**config.mk**
```make
export PLATFORM = sky130hd
export DESIGN_NAME = cc3200_line_reader
export DESIGN_NICKNAME = d
export VERILOG_FILES = /design/src/rtl/cc3200_line_reader.sv
export SDC_FILE = /design/constraint.sdc
export NUM_CORES = 1
export LEC_CHECK = 0
export ABC_AREA = 1
export ABC_CLOCK_PERIOD_IN_PS = 2100
export BUFFER_PORTS_ARGS = -buffer_cell sky130_fd_sc_hd__buf_4
export CAP_MARGIN = 40
export CORE_ASPECT_RATIO = 0.9
export CORE_UTILIZATION = 50
export DETAILED_ROUTE_END_ITERATION = 8
export PLACE_DENSITY = 0.7
export SYNTH_ARGS = -nofsm -noshare
export SYNTH_HDL_FRONTEND = slang
export SYNTH_SLANG_ARGS = --single-unit
```
**constraint.sdc**
```tcl
create_clock -name sysclk -period 2.1 [get_ports sysclk]
set_clock_uncertainty 0.05 [all_clocks]
set_input_delay 0.105 -clock sysclk [delete_from_list [all_inputs] [get_ports sysclk]]
set_output_delay 0.105 -clock sysclk [all_outputs]
set_load 0.05 [all_outputs]
```
**src/rtl/cc3200_line_reader.sv**
```systemverilog
// SPI slave that streams one frame of 2^ADDR_W pixel bytes from an image buffer, preceded by a header/command byte.
// Latency: SPI edges act 3 sysclk after the pin toggles (2-FF sync + edge detect); pixel prefetch lands 2 sysclk after the byte's first rise.
// Backpressure: none; the SPI master paces everything, and the buffer read is a fixed-latency prefetch with no stall path.
//
// Ports:
//   sysclk, RST                 sole clock, synchronous active-high reset
//   SPI_CLK, SPI_CS, SPI_DIN    asynchronous SPI master inputs (mode 0, CS active low)
//   SPI_DOUT                    slave data out, MSB first, advanced on synced SPI_CLK fall
//   Rd_Addr / Rd_Data           image-buffer read port, data valid 2 sysclk after address change
//   Cmd / Cmd_Valid             last complete command byte and its one-cycle update pulse
//   Busy / Frame_Done           transfer in progress; one-cycle pulse after the last pixel bit
module cc3200_line_reader #(
    parameter int          ADDR_W = 9,
    parameter logic [7:0]  HDR    = 8'hA5
) (
    input  logic              sysclk,
    input  logic              RST,
    input  logic              SPI_CLK,
    input  logic              SPI_CS,
    input  logic              SPI_DIN,
    output logic              SPI_DOUT,
    output logic [ADDR_W-1:0] Rd_Addr,
    input  logic [7:0]        Rd_Data,
    output logic [7:0]        Cmd,
    output logic              Cmd_Valid,
    output logic              Busy,
    output logic              Frame_Done
);

    typedef enum logic [1:0] {IDLE, CMD, PIX, DONE} state_t;

    state_t state, state_nxt;

    // synchronizers plus one delay stage each for edge detection
    logic cs_s1, cs_s2, cs_d;
    logic clk_s1, clk_s2, clk_d;
    logic din_s1, din_s2;

    // The CS chain resets high; if CS is held low through reset the chain
    // would fall right afterwards. A frame may only start once synced CS has
    // genuinely been seen high after the chain has flushed its reset value.
    logic [1:0] settle_cnt;
    logic       cs_armed;

    logic cs_rise, cs_fall, clk_rise, clk_fall;

    // datapath
    logic [6:0]        tx_sr;       // bits still to go out after SPI_DOUT
    logic [6:0]        rx_sr;       // first seven received bits of a byte
    logic [7:0]        hold;        // prefetched next byte
    logic [2:0]        bit_cnt;
    logic [ADDR_W-1:0] pix_cnt;     // pixel currently being shifted
    logic [1:0]        fetch_p;     // delay line from first rise to Rd_Data capture

    // FSM strobes
    logic start, do_rise, do_fall, cmd_done, frame_end;

    always_ff @(posedge sysclk) begin
        if (RST) begin
            cs_s1      <= 1'b1;
            cs_s2      <= 1'b1;
            cs_d       <= 1'b1;
            clk_s1     <= 1'b0;
            clk_s2     <= 1'b0;
            clk_d      <= 1'b0;
            din_s1     <= 1'b0;
            din_s2     <= 1'b0;
            settle_cnt <= 2'd0;
            cs_armed   <= 1'b0;
        end else begin
            cs_s1      <= SPI_CS;
            cs_s2      <= cs_s1;
            cs_d       <= cs_s2;
            clk_s1     <= SPI_CLK;
            clk_s2     <= clk_s1;
            clk_d      <= clk_s2;
            din_s1     <= SPI_DIN;
            din_s2     <= din_s1;
            settle_cnt <= (settle_cnt == 2'd2) ? 2'd2 : settle_cnt + 2'd1;
            cs_armed   <= cs_armed | ((settle_cnt == 2'd2) & cs_s2);
        end
    end

    assign cs_rise  =  cs_s2 & ~cs_d;
    assign cs_fall  = ~cs_s2 &  cs_d & cs_armed;
    assign clk_rise =  clk_s2 & ~clk_d;
    assign clk_fall = ~clk_s2 &  clk_d;

    always_ff @(posedge sysclk) begin
        if (RST) state <= IDLE;
        else     state <= state_nxt;
    end

    // CS rise overrides everything, including a clock edge in the same cycle.
    always_comb begin
        state_nxt = state;
        start     = 1'b0;
        do_rise   = 1'b0;
        do_fall   = 1'b0;
        cmd_done  = 1'b0;
        frame_end = 1'b0;
        if (cs_rise) begin
            state_nxt = IDLE;
        end else begin
            case (state)
                IDLE: begin
                    if (cs_fall) begin
                        state_nxt = CMD;
                        start     = 1'b1;
                    end
                end
                CMD: begin
                    do_rise = clk_rise;
                    do_fall = clk_fall;
                    if (clk_rise && bit_cnt == 3'd7) begin
                        cmd_done  = 1'b1;
                        state_nxt = PIX;
                    end
                end
                PIX: begin
                    do_rise = clk_rise;
                    do_fall = clk_fall;
                    if (clk_rise && bit_cnt == 3'd7 && pix_cnt == '1) begin
                        frame_end = 1'b1;
                        state_nxt = DONE;
                    end
                end
                default: ;  // DONE: wait for CS rise, ignore the clock
            endcase
        end
    end

    assign Busy = (state != IDLE);

    always_ff @(posedge sysclk) begin
        if (RST) begin
            SPI_DOUT   <= 1'b0;
            Rd_Addr    <= '0;
            Cmd        <= 8'h00;
            Cmd_Valid  <= 1'b0;
            Frame_Done <= 1'b0;
            tx_sr      <= 7'd0;
            rx_sr      <= 7'd0;
            hold       <= 8'h00;
            bit_cnt    <= 3'd0;
            pix_cnt    <= '0;
            fetch_p    <= 2'b00;
        end else begin
            Cmd_Valid  <= cmd_done;
            Frame_Done <= frame_end;
            if (cs_rise) begin
                SPI_DOUT <= 1'b0;
                fetch_p  <= 2'b00;
            end else if (start) begin
                tx_sr    <= HDR[6:0];
                SPI_DOUT <= HDR[7];
                bit_cnt  <= 3'd0;
                pix_cnt  <= '0;
                Rd_Addr  <= '0;
                fetch_p  <= 2'b00;
            end else begin
                // Rd_Addr always points at the pixel of the next byte; it is
                // captured two cycles after the current byte's first rise and
                // then advanced, saturating on the last pixel.
                fetch_p <= {fetch_p[0], do_rise && (bit_cnt == 3'd0)};
                if (fetch_p[1]) begin
                    hold <= Rd_Data;
                    if (Rd_Addr != '1)
                        Rd_Addr <= Rd_Addr + ADDR_W'(1);
                end

                if (do_rise) begin
                    rx_sr   <= {rx_sr[5:0], din_s2};
                    bit_cnt <= bit_cnt + 3'd1;
                end
                if (cmd_done)
                    Cmd <= {rx_sr, din_s2};
                if (do_rise && bit_cnt == 3'd7 && state == PIX)
                    pix_cnt <= pix_cnt + ADDR_W'(1);

                if (frame_end) begin
                    SPI_DOUT <= 1'b0;
                end else if (do_fall) begin
                    if (bit_cnt != 3'd0) begin
                        SPI_DOUT <= tx_sr[6];
                        tx_sr    <= {tx_sr[5:0], 1'b0};
                    end else if (state == PIX) begin
                        // fall after the 8th rise: start the prefetched byte
                        SPI_DOUT <= hold[7];
                        tx_sr    <= hold[6:0];
                    end
                end
            end
        end
    end

endmodule

```
==> qor.txt <==
status - finished clean
cts bufs inserted - 9
Clock Sinks - 69
dpl hpwl - 4.16 mm
dpl cell area - 3250 µm²
final worst slack - 0.204 ns
Post-synth EDFFs - 0
Final ANT Viol Nets - 0
unrepaired setup endpoints after global routing - false
Die Width - 82.9 µm
total track usage - 0.202
via count - 2,614
Vert. Die Dim - 74.8 µm
Critical Path End Type - flip-flop
most frequent cells in the layout - 85 x nor2_1, 68 x nand2_1, 67 x dfxtp_1, 35 x inv_1, 34 x buf_4
total grt overflow - 0
CTS tree - yes
fill count - 529
n_diodes - 0
Clock Pin Slew Worst Setup and Hold Paths - 0.07 ns
1st-pass router iterations - 4
Synth Area in Compound Gates - 0.0980
total die area - 6210 µm²
Cell variety after synth - 26
final setup TNS - 0 ns
Hold Vio Cnt, Final - 0
min cycle time layout - 1.90 ns
final worst-path cycle share - 0.903
PwrDens - 833 nW/µm²
initial antenna violation count - 0
Critical Path RT - 2.32 ns
vias in the first global route - 2,237
total of max-cap violations - 0
LEAKAGE - 1.56 nW
Final setup viols - 0
register area - 1380 µm²
Root Driver - clkbuf_8
syn_nets - 426
Clock Latency Late Sink - 0.34 ns
Yosys Warn Count - 0
WL/cell - 11.4 µm
type of origin of the critical path - flip-flop
xor/xnor cell area share of the yosys netlist - 0.00297
setup slack at placement - 0.160 ns
Max Clk Rate - 527 MHz
async set-reset flop share out of synthesis - 0
Setup CP Type - flip-flop to flip-flop
post-synthesis register bit count - 69
final wirelength - 5.95 mm
core area - 5690 µm²
Hold Path Class - primary input to flip-flop
top_reg_cell synth - dfxtp_1
Area Growth Syn to Fin - 20.9%
global-route wire length before repair - 9.80 mm
gpl congestion - 0.871
area of the multi-input gates - 1380 µm²
CP Max Fanout - 7
Nets - 474
Mapped Cells - 400
Max VDD drop - 646 µV
Mean Syn Cell Area - 7.37 µm²
Non-Filler Instances - 522
largest net degree at the start of global routing - 27
CTS max path bufs - 2
layout cells sized above 1 - 0.153
mux cell area share after synthesis - 0
Setup Fix Bufs, Post-CTS - 0
post-route cell area - 3560 µm²
Final Util - 0.626
# rows - 26
commonest non-fill, non-tap cell in the layout - nor2_1
PortBufs - 33
fin. max-slew vios - 0
number of I/O pins - 34
via density per instance - 5.01
WP data arrival - 2.11 ns
Initial DRC Count - 97
Rel. slew slack - 0.759
Slew @ Worst Pin - 0.362 ns
DRC violations left - 0
sequential cell area fraction in the yosys report - 0.469
Post-Synth Adder-Cell Area - 0.0552
DP Cell Count - 496
simple-gate share of the synthesized area - 0.311
Initial Utilization - 0.518
largest family of logic cells by synthesized area - simple AND/OR/NAND/NOR gates
cell area after synthesis - 2950 µm²
H-tree depth - 3
-- report_power, final --
part / leakage [nW] / switching, mW / internal, mW
sequential: 0.560 / 0.0444 / 1.37
clock: 0.0968 / 0.448 / 0.609
combinational: 0.905 / 0.322 / 0.181
-- routing by layer --
layer  global-route usage  vias up  routed length (µm)
met4               0.0939        0                  79
met1                0.255     1182                2930
li1                     -     1371                   -
met5                    0        -                   0
met2                0.320       52                2670
met3               0.0658        9                 270
-- sequential cells by signal (all words and copies together), names as in the netlist, 2 cells and up --
signal      cells
Rd_Addr         9
pix_cnt         9
Cmd             8
hold            8
rx_sr           7
tx_sr           7
bit_cnt         3
fetch_p         2
settle_cnt      2
state           2
-- path summary, 6_finish.rpt --
| kind | start | endpoint | slack [ns] | depth (start not counted) |
|---|---|---|---|---|
| min reg2reg | clk_s1 | clk_s2 | 0.35 | 2 |
| max | Rd_Addr[0] | Rd_Addr[2] | 0.20 | 10 |
| max reg2reg | Rd_Addr[0] | Rd_Addr[2] | 0.20 | 10 |
| min | RST | settle_cnt[1] | 0.06 | 2 |
-- cell usage after synthesis, types with 5 or more instances --
cell | number | share of area
inv_1 | 35 | 0.045
nor3_1 | 6 | 0.010
nor2_1 | 87 | 0.11
clkbuf_1 | 5 | 0.0064
o21ai_0 | 30 | 0.051
a21oi_1 | 25 | 0.042
nand2_1 | 68 | 0.087
inv_2 | 5 | 0.0064
nand2_2 | 7 | 0.015
nand3_1 | 29 | 0.049
ha_1 | 13 | 0.055
dfxtp_1 | 69 | 0.47
-- metrics by stage --
stage               power (mW)  hold WS (ns)
floorplan                 1.80         0.159
global placement          1.91         0.248
detailed placement        1.92         0.254
CTS                       3.01        0.0403
global route              3.13        0.0585
finish                    2.97        0.0602
-- worst max-delay path, stage by stage (launching register included) --
cell and delay (ns):
dfxtp_1 0.41, ha_1 0.20, nand2_1 0.08, nor3_1 0.26, ha_1 0.19, inv_1 0.04, nand3_1 0.10, nand2_2 0.13
nand2_1 0.13, inv_1 0.07, nor3_1 0.16
-- final cells by class --
cell class / instances / area share
timing repair buffer: 45 / 0.102
multi-input combinational: 282 / 0.388
inverter: 41 / 0.0432
tap: 70 / 0.0246
clock buffer: 14 / 0.0456
sequential: 69 / 0.388
clock inverter: 1 / 0.00842
-- logic make-up (layout without fill, tap and decap cells) --
logic type | Yosys count | in the layout
AO/OA/AOI/OAI | 57 | 57
adder cells (fa/ha/maj) | 13 | 13
flip-flops | 69 | 69
XOR/XNOR | 1 | 1
AND/OR/NAND/NOR | 211 | 211
buffers and inverters | 49 | 101
-- what timing repair did --
action	in CTS	in global routing
endpoints found under the setup margin	0	3
resized for setup	0	4
hold endpoints to repair	11	0
hold buffers	11	0
Power figures use the tool's default switching activity.
